==> src/rtl/regfile_write_arbiter_if.sv <==
// Request/clear/write-port bundle between the two write requesters, the clear
// controller and the register_file write port.
interface regfile_write_arbiter_if #(
  parameter int DATA_WIDTH = 16,
  parameter int ADDR_WIDTH = 3
);
  logic                  clear_start;
  logic                  busy;
  logic                  clear_done;

  logic                  req0_valid;
  logic                  req0_ready;
  logic [ADDR_WIDTH-1:0] req0_addr;
  logic [DATA_WIDTH-1:0] req0_data;

  logic                  req1_valid;
  logic                  req1_ready;
  logic [ADDR_WIDTH-1:0] req1_addr;
  logic [DATA_WIDTH-1:0] req1_data;

  logic                  write;
  logic [ADDR_WIDTH-1:0] wrAddr;
  logic [DATA_WIDTH-1:0] wrData;

  // master: requesters + clear controller + register_file; slave: the arbiter
  modport master (
    output clear_start,
    output req0_valid, req0_addr, req0_data,
    output req1_valid, req1_addr, req1_data,
    input  req0_ready, req1_ready,
    input  busy, clear_done,
    input  write, wrAddr, wrData
  );

  modport slave (
    input  clear_start,
    input  req0_valid, req0_addr, req0_data,
    input  req1_valid, req1_addr, req1_data,
    output req0_ready, req1_ready,
    output busy, clear_done,
    output write, wrAddr, wrData
  );
endinterface

==> src/rtl/regfile_write_arbiter.sv <==
// Single write-port owner for the register file: round-robin arbitration of two
// valid/ready requesters plus a clear sweep writing CLEAR_VALUE to every register.
module regfile_write_arbiter #(
  parameter int                    DATA_WIDTH  = 16,
  parameter int                    ADDR_WIDTH  = 3,
  parameter int                    NUM_REGS    = 8,
  parameter logic [DATA_WIDTH-1:0] CLEAR_VALUE = '0
) (
  input  logic                    clk,
  input  logic                    reset,
  regfile_write_arbiter_if.slave  bus
);

  typedef enum logic {
    RUN   = 1'b0,
    CLEAR = 1'b1
  } state_t;

  // NUM_REGS must equal 2**ADDR_WIDTH, so the sweep counter is an address.
  localparam logic [ADDR_WIDTH-1:0] LAST_ADDR = ADDR_WIDTH'(NUM_REGS - 1);

  state_t                state_q;
  logic                  ptr_q;
  logic [ADDR_WIDTH-1:0] cnt_q;
  logic                  write_q;
  logic [ADDR_WIDTH-1:0] wr_addr_q;
  logic [DATA_WIDTH-1:0] wr_data_q;
  logic                  busy_q;
  logic                  clear_done_q;

  logic                  grant0;
  logic                  grant1;
  logic                  accept_en;
  logic                  ready0;
  logic                  ready1;

  // ptr_q = 0 prefers requester 0 on contention; ready never looks at addr/data.
  always_comb begin
    grant0    = bus.req0_valid & (~bus.req1_valid | ~ptr_q);
    grant1    = bus.req1_valid & (~bus.req0_valid |  ptr_q);
    accept_en = reset & (state_q == RUN) & ~bus.clear_start;
    ready0    = accept_en & grant0;
    ready1    = accept_en & grant1;
  end

  always_ff @(posedge clk or negedge reset) begin
    if (!reset) begin
      state_q      <= RUN;
      ptr_q        <= 1'b0;
      cnt_q        <= '0;
      write_q      <= 1'b0;
      wr_addr_q    <= '0;
      wr_data_q    <= '0;
      busy_q       <= 1'b0;
      clear_done_q <= 1'b0;
    end else begin
      clear_done_q <= 1'b0;
      case (state_q)
        RUN: begin
          if (bus.clear_start) begin
            state_q <= CLEAR;
            busy_q  <= 1'b1;
            write_q <= 1'b0;
          end else if (ready0 & bus.req0_valid) begin
            write_q   <= 1'b1;
            wr_addr_q <= bus.req0_addr;
            wr_data_q <= bus.req0_data;
            ptr_q     <= 1'b1;
          end else if (ready1 & bus.req1_valid) begin
            write_q   <= 1'b1;
            wr_addr_q <= bus.req1_addr;
            wr_data_q <= bus.req1_data;
            ptr_q     <= 1'b0;
          end else begin
            write_q <= 1'b0;
          end
        end
        CLEAR: begin
          // clear_start is deliberately ignored here: no restart, no extension
          write_q   <= 1'b1;
          wr_addr_q <= cnt_q;
          wr_data_q <= CLEAR_VALUE;
          if (cnt_q == LAST_ADDR) begin
            state_q      <= RUN;
            busy_q       <= 1'b0;
            clear_done_q <= 1'b1;
            cnt_q        <= '0;
          end else begin
            cnt_q <= cnt_q + 1'b1;
          end
        end
      endcase
    end
  end

  assign bus.req0_ready = ready0;
  assign bus.req1_ready = ready1;
  assign bus.write      = write_q;
  assign bus.wrAddr     = wr_addr_q;
  assign bus.wrData     = wr_data_q;
  assign bus.busy       = busy_q;
  assign bus.clear_done = clear_done_q;

endmodule

==> src/flat_wrapper.sv <==
// flat-port wrapper written by rule: the top's interface ports become plain ports
module regfile_write_arbiter_flat 
#(
  parameter int                    DATA_WIDTH  = 16,
  parameter int                    ADDR_WIDTH  = 3,
  parameter int                    NUM_REGS    = 8,
  parameter logic [DATA_WIDTH-1:0] CLEAR_VALUE = '0
)
  (clk, reset, bus_clear_start, bus_req0_valid, bus_req0_addr, bus_req0_data, bus_req1_valid, bus_req1_addr, bus_req1_data, bus_req0_ready, bus_req1_ready, bus_busy, bus_clear_done, bus_write, bus_wrAddr, bus_wrData);
  regfile_write_arbiter_if #(.DATA_WIDTH(DATA_WIDTH), .ADDR_WIDTH(ADDR_WIDTH)) bus_i ();
  input  logic clk;
  input  logic reset;
  input wire logic [$bits(bus_i.clear_start)-1:0] bus_clear_start;
  input wire logic [$bits(bus_i.req0_valid)-1:0] bus_req0_valid;
  input wire logic [$bits(bus_i.req0_addr)-1:0] bus_req0_addr;
  input wire logic [$bits(bus_i.req0_data)-1:0] bus_req0_data;
  input wire logic [$bits(bus_i.req1_valid)-1:0] bus_req1_valid;
  input wire logic [$bits(bus_i.req1_addr)-1:0] bus_req1_addr;
  input wire logic [$bits(bus_i.req1_data)-1:0] bus_req1_data;
  output wire logic [$bits(bus_i.req0_ready)-1:0] bus_req0_ready;
  output wire logic [$bits(bus_i.req1_ready)-1:0] bus_req1_ready;
  output wire logic [$bits(bus_i.busy)-1:0] bus_busy;
  output wire logic [$bits(bus_i.clear_done)-1:0] bus_clear_done;
  output wire logic [$bits(bus_i.write)-1:0] bus_write;
  output wire logic [$bits(bus_i.wrAddr)-1:0] bus_wrAddr;
  output wire logic [$bits(bus_i.wrData)-1:0] bus_wrData;
  assign bus_i.clear_start = bus_clear_start;
  assign bus_i.req0_valid = bus_req0_valid;
  assign bus_i.req0_addr = bus_req0_addr;
  assign bus_i.req0_data = bus_req0_data;
  assign bus_i.req1_valid = bus_req1_valid;
  assign bus_i.req1_addr = bus_req1_addr;
  assign bus_i.req1_data = bus_req1_data;
  assign bus_req0_ready = bus_i.req0_ready;
  assign bus_req1_ready = bus_i.req1_ready;
  assign bus_busy = bus_i.busy;
  assign bus_clear_done = bus_i.clear_done;
  assign bus_write = bus_i.write;
  assign bus_wrAddr = bus_i.wrAddr;
  assign bus_wrData = bus_i.wrData;
  regfile_write_arbiter #(.DATA_WIDTH(DATA_WIDTH), .ADDR_WIDTH(ADDR_WIDTH), .NUM_REGS(NUM_REGS), .CLEAR_VALUE(CLEAR_VALUE)) u_core (.clk(clk), .reset(reset), .bus(bus_i));
endmodule
==> config.mk <==
export PLATFORM = sky130hd
export DESIGN_NAME = regfile_write_arbiter_flat
export DESIGN_NICKNAME = d
export VERILOG_FILES = /design/src/rtl/regfile_write_arbiter_if.sv /design/src/rtl/regfile_write_arbiter.sv /design/src/flat_wrapper.sv
export SDC_FILE = /design/constraint.sdc
export NUM_CORES = 1
export LEC_CHECK = 0
export CELL_PAD_IN_SITES_DETAIL_PLACEMENT = 2
export CELL_PAD_IN_SITES_GLOBAL_PLACEMENT = 2
export CORE_MARGIN = 1
export CORE_UTILIZATION = 23
export CTS_BUF_LIST = sky130_fd_sc_hd__clkbuf_2
export DETAILED_ROUTE_END_ITERATION = 8
export PLACE_DENSITY_LB_ADDON = 0.1
export RECOVER_POWER = 100
export SLEW_MARGIN = 10
export SYNTH_ARGS = -nofsm -noshare
export SYNTH_HDL_FRONTEND = slang
export SYNTH_SLANG_ARGS = --single-unit
==> constraint.sdc <==
create_clock -name clk -period 1.5 [get_ports clk]
set_input_delay 0.45 -clock clk [delete_from_list [all_inputs] [get_ports clk]]
set_output_delay 0.45 -clock clk [all_outputs]
set_load 0.03 [all_outputs]
==> flow_summary.json, run 1 <==
{
  "die_area_um2": 6431,
  "type_of_the_worst_setup_path": "input port to primary output",
  "switchingPower_w": 0.0009942,
  "slew-limit-headroom_pct": 49.87,
  "yosys.area.top_type_share_pct": 48.04,
  "number_of_nets_produced_by_synthesis": 165,
  "tritoncts": "built",
  "clk_pin_slew_worst_paths_ns": 0.28,
  "pin_count_of_the_biggest_net_entering_global_routing": 29,
  "p_clk_share_pct": 11.7,
  "syn_area_um2": 1406,
  "yosysMostFrequentCell": "mux2i_1",
  "setup_viol": 5,
  "worst_slew_pin_slew_ns": 0.7519,
  "root_buffer": "clkbuf_2",
  "rsz0062_at_grt": "true",
  "post_dp_cell_area_um2": 2182,
  "multi_input_area_um2": 669.4,
  "vias": 1279,
  "crit_path_start_kind": "input port",
  "worstPathArrival_ns": 1.53,
  "status": "finished with violations",
  "critPathRequiredTime_ns": 1.05,
  "boundaryPins": 67,
  "detail_route.wl_per_cell_um": 16.88,
  "power_leakage_nw": 1.086,
  "dominantRegCellSynth": "dfrtp_1",
  "crit_path_max_fanout": 3,
  "global_route_usage_sum_pct": 15.40,
  "place.detailed.hpwl_um": 3439,
  "placement_rows": 28,
  "hold_viol": 0,
  "total_number_of_h_tree_levels": 1,
  "numCtsBuffers": 3,
  "timing_max_transition_violations_final": 0,
  "synth_top_cells_by_count": "mux2i_1 (31), dfrtp_1 (27), nand2b_1 (16)",
  "ys_types": 25,
  "layout.cell_area.non_filler_um2": 2395,
  "clock-sinks": 27,
  "post_route_clock_period_utilization_pct": 131.7,
  "drcViolationCount": 0,
  "fmax_ghz": 0.5062,
  "nNetsFinal": 256,
  "core_area_um2": 5921,
  "first_global_vias": 1502,
  "finalCriticalPeriod_ns": 1.975,
  "antenna_violating_nets_post_route": 0,
  "synth_enable_flop_cells": 0,
  "clock_latency_ns": 0.37,
  "syn2layout_area_growth_pct": 70.28,
  "timing.critical_path.to_type": "primary output",
  "power_switching_share_pct": 37.82,
  "fillers": 647,
  "power_density_nw_per_um2": 1098,
  "hold_slack_ns": 0.3796,
  "synthArstFlopShare_pct": 100.0,
  "place.gp.congestion": 0.6967,
  "totalNegativeSetupSlack_ns": -0.9441,
  "irDropWorstVdd_mv": 0.4130,
  "crit_path_cell_trace": "clkdlybuf4s50_1, a21boi_2, and2_4, buf_6",
  "die-height_um": 80.20,
  "seq_power_share_pct": 39.3,
  "timing.critical_path.slowest_cell_delay_ns": 0.50,
  "layout_setup_ws_ns": -0.4754,
  "grt_remaining_overflow": 0,
  "drive_above_1_share_pct": 31.90,
  "syn_area_per_cell_um2": 11.72,
  "drv_cap": 0,
  "postSynthRegisterBits": 27,
  "drt-initial-drc-count": 23,
  "port-buffer-count": 66,
  "hold_path.class": "input port to async pin",
  "clk_buf_depth": 2,
  "antenna_cells_inserted": 0,
  "chipWidth_um": 80.20,
  "number_of_antenna_violations_at_the_first_check_in_global_routing": 0,
  "detailedRoute.firstPassIterationCount": 3,
  "initial_utilization_pct": 23.75,
  "grt_pass1_wl_um": 7369,
  "comb_power_share_pct": 49.0,
  "post_drt_via_cell_ratio": 4.488,
  "ys_seq_area_share_pct": 48.04,
  "routed_wirelength_um": 4811,
  "ranking_of_synthesized_cells_by_area": "dfrtp_1 (48%), mux2i_1 (22%), nand2b_1 (7.1%)",
  "synthDominantAreaCellType": "dfrtp_1",
  "worst_path_max_delay_cell": "clkdlybuf4s50_1",
  "violations": "negative setup slack",
  "ys_warn_count": 0,
  "seqCellArea_um2": 675.6,
  "intPower_w": 0.001634,
  "synthesis.instances": 120,
  "post-layout-total-power_w": 0.002629,
  "skew_ns": 0.0008611
}
## final timing paths
kind	startpoint	to	slack [ns]	cells past startpoint
worst max-delay path	bus_req0_valid	bus_req0_ready	-0.48	4
worst min-delay path	reset	u_core.bus.wrData[7]	0.38	2
worst max register to register	u_core.state_q	u_core.bus.wrData[0]	-0.02	5
worst min register to register	u_core.cnt_q[1]	u_core.bus.wrAddr[1]	0.58	2
max in group asynchronous	reset	u_core.bus.wrData[1]	0.66	2
min in group clk	u_core.cnt_q[1]	u_core.bus.wrAddr[1]	0.58	2
## state kept, by name (all words and copies together), names as in the netlist
name,cells
u_core.bus.write,1
u_core.cnt_q,3
u_core.bus.wrAddr,3
u_core.state_q,1
u_core.bus.wrData,16
u_core.bus.clear_done,1
u_core.ptr_q,1
u_core.bus.busy,1
## cell type report
type,count,area share (%)
Timing Repair Buffer,93,38.14
Sequential cell,27,28.21
Multi-Input combinational cell,80,27.95
Tap cell,75,3.918
Inverter,6,0.9404
Clock buffer,4,0.8359
## power by group through the flow
stage / Clock (W) / Sequential [W] / Combinational [W]
detailed placement: 0 / 0.00104 / 0.00118
CTS: 0.000332 / 0.00101 / 0.00119
finish: 0.000308 / 0.00103 / 0.00129
floorplan: 0 / 0.00121 / 0.000500
global route: 0.000356 / 0.00105 / 0.00141
global placement: 0 / 0.00102 / 0.00114
## worst max-delay path, delay by kind of cell
kind | cells | cell delay [ns]
AOI/OAI and AO/OA | 1 | 0.26
buffers and inverters | 2 | 0.62
and+or+nand+nor | 1 | 0.19
## what timing repair did
item	CTS	global route
gates resized for setup	93	54
endpoints found under the setup margin	36	38
cloned	1	0
hold buffers	0	0
setup buffers	10	7
pin swaps	2	1
## per-layer routing
| layer | share of wire, % | GRT usage, % | wire length, um |
|---|---|---|---|
| met3 | 4.6 | 2.273 | 221 |
| met4 | 0.52 | 3.750 | 25 |
| met2 | 58 | 30.85 | 2792 |
| met5 | 0 | 0 | 0 |
| met1 | 37 | 16.59 | 1772 |
## stage by stage
stage                     std cells  setup slack [ns]  util, %
after global placement          264           -0.5380    36.86
final                           285           -0.4754    40.45
after global routing            285           -0.5390    40.45
after CTS                       278           -0.4683    37.53
after floorplan                 120          -0.03318        -
after detailed placement        264           -0.5944    36.86
## cell families after synthesis
family	share of synthesized area (%)
AND/OR/NAND/NOR	14.95
buffers and inverters	5.872
AO/OA/AOI/OAI	4.894
adder cells (fa/ha/maj)	1.779
multiplexers	24.47
flip-flops	48.04
## layout by cell type, fill, tap and decap left out, types with 2 or more instances in the layout
cell,count
o2111ai_1,3
dlygate4sd2_1,3
buf_4,24
inv_1,6
ha_1,2
nor2_1,4
and2_4,2
nand2_1,3
clkbuf_2,5
nand3_1,3
nand4_1,3
clkdlybuf4s50_1,39
nand2b_1,16
mux2i_1,29
buf_6,21
mux2i_2,2
mux2_2,3
dfrtp_1,27
No activity file was read; power rests on OpenSTA's default activity.
==> run 2: changes to the inputs <==
- GPL_ROUTABILITY_DRIVEN: default -> 0
==> results of run 2 <==
Same layout as run 1: the final DEF is identical, and so are final timing and power.
==> run 3: changes to the inputs <==
- CORE_MARGIN: 1 -> 2
==> run 3 against run 2 <==
  * Sequential share of layout area is 0.21 points higher
  * Sequential power about the same
  * The run still ends with negative setup slack left
  * Routed wire length down 1.4%
==> flow_summary.json, run 3 (same netlist as run 1, synthesis figures left out) <==
{
  "status": "finished with violations",
  "violations": "negative setup slack",
  "root_buffer": "clkbuf_2",
  "timing.critical_path.buf_inv": 1,
  "antenna_cells_inserted": 0,
  "routed_wirelength_um": 4744,
  "timing_max_transition_violations_final": 0,
  "number_of_flip_flops_in_the_largest_register": 16,
  "finalCriticalPeriod_ns": 1.908,
  "fmax_ghz": 0.5242,
  "power_density_nw_per_um2": 1115,
  "timing.critical_path.to_type": "primary output",
  "mostFrequentLayoutCell": "clkdlybuf4s50_1",
  "number_of_antenna_violations_at_the_first_check_in_global_routing": 0,
  "layout_setup_ws_ns": -0.4077,
  "vias": 1278,
  "tritoncts": "built",
  "post_route_clock_period_utilization_pct": 127.2,
  "hold_slack_ns": 0.3684,
  "placement_rows": 28,
  "grt_pass1_wl_um": 7362,
  "syn2layout_area_growth_pct": 69.04,
  "first_global_vias": 1439,
  "place.detailed.hpwl_um": 3360,
  "chipWidth_um": 82.20,
  "drt-initial-drc-count": 32,
  "initial_utilization_pct": 23.75,
  "timing.critical_path.slowest_cell_delay_ns": 0.49,
  "worst_path_max_delay_cell": "dfrtp_1",
  "numCtsBuffers": 3,
  "post_drt_via_cell_ratio": 4.500,
  "die-height_um": 82.20,
  "port-buffer-count": 66,
  "irDropWorstVdd_mv": 0.5505,
  "type_of_the_worst_setup_path": "flip-flop to primary output",
  "die_area_um2": 6756,
  "post-layout-total-power_w": 0.002651,
  "setup_viol": 19,
  "grt_remaining_overflow": 0,
  "antenna_violating_nets_post_route": 0,
  "clock_latency_ns": 0.38,
  "power_leakage_nw": 1.086,
  "drive_above_1_share_pct": 31.58,
  "global_route_usage_sum_pct": 14.83,
  "crit_path_start_kind": "flip-flop",
  "worstPathArrival_ns": 1.46,
  "hold_viol": 0,
  "crit_path_cell_trace": "nor3b_4, and3_4, buf_6",
  "nNetsFinal": 255,
  "drcViolationCount": 0,
  "skew_ns": 0.01485,
  "pin_count_of_the_biggest_net_entering_global_routing": 29,
  "drv_cap": 0,
  "clk_pin_slew_worst_paths_ns": 0.27,
  "hold_path.class": "input port to async pin",
  "slew-limit-headroom_pct": 49.91,
  "rsz0062_at_grt": "true",
  "total_number_of_h_tree_levels": 1,
  "clk_buf_depth": 2,
  "core_area_um2": 5921,
  "boundaryPins": 67,
  "clock-sinks": 27,
  "worst_slew_pin_slew_ns": 0.7514,
  "critPathRequiredTime_ns": 1.05,
  "mostFrequentLayoutCells": "clkdlybuf4s50_1 (39), mux2i_1 (30), dfrtp_1 (27)",
  "kind_of_cell_with_the_highest_combined_delay_on_the_critical_path": "flip-flops",
  "crit_path_max_fanout": 3,
  "detailedRoute.firstPassIterationCount": 4,
  "detail_route.wl_per_cell_um": 16.70
}
## run 3: layout make-up
class,count,area [um2]
sequential,27,675.6
tap,75,93.84
inverter,6,22.52
fill,640,3543
timing repair buffer,92,887.1
multi-input combinational,80,678.2
clock buffer,4,20.02
## run 3: path summary, 6_finish.rpt
check	start	endpoint	slack (ns)	depth (start not counted)
max	u_core.state_q	bus_req1_ready	-0.41	3
min	reset	u_core.ptr_q	0.37	2
max reg2reg	u_core.state_q	u_core.bus.wrData[15]	-0.06	6
min reg2reg	u_core.bus.wrData[7]	u_core.bus.wrData[7]	0.56	2
max in group asynchronous	reset	u_core.cnt_q[0]	0.65	2
min in group clk	u_core.bus.wrData[7]	u_core.bus.wrData[7]	0.56	2
## run 3: stage by stage
stage	worst slack, ns	cell area, um2	std cells	util, %	TNS, ns
floorplan	-0.03318	1416	120	-	-0.05585
global placement	-0.5367	2192	264	37.02	-10.22
detailed placement	-0.5747	2192	264	37.02	-11.52
CTS	-0.4447	2273	279	38.40	-1.387
global route	-0.5139	2377	284	40.15	-3.338
finish	-0.4077	2377	284	40.15	-1.245
## run 3: what timing repair did
| item | CTS | global route |
|---|---|---|
| setup buffers | 11 | 8 |
| hold buffers | 0 | 0 |
| endpoints found under the setup margin | 35 | 37 |
| cloned | 1 | 0 |
| gates resized for setup | 91 | 36 |
| pin swaps | 3 | 7 |
| hold endpoints to repair | 0 | 0 |
## run 3: power by group
part	leakage (nW)	total, W	internal [W]	switching [W]
Combinational	0.721	0.00132	0.000679	0.000636
Clock	0.0166	0.000300	0.0000702	0.000229
Sequential	0.349	0.00104	0.000896	0.000140
## run 3: routing by layer
layer / up-vias / part of all wire, % / routed length (um) / track usage (%)
met2: 40 / 53 / 2526 / 27.82
met1: 638 / 40 / 1895 / 16.52
li1: 596 / - / - / -
met3: 4 / 5.4 / 255 / 2.283
met5: - / 0 / 0 / 0
met4: 0 / 1.4 / 66 / 6.000
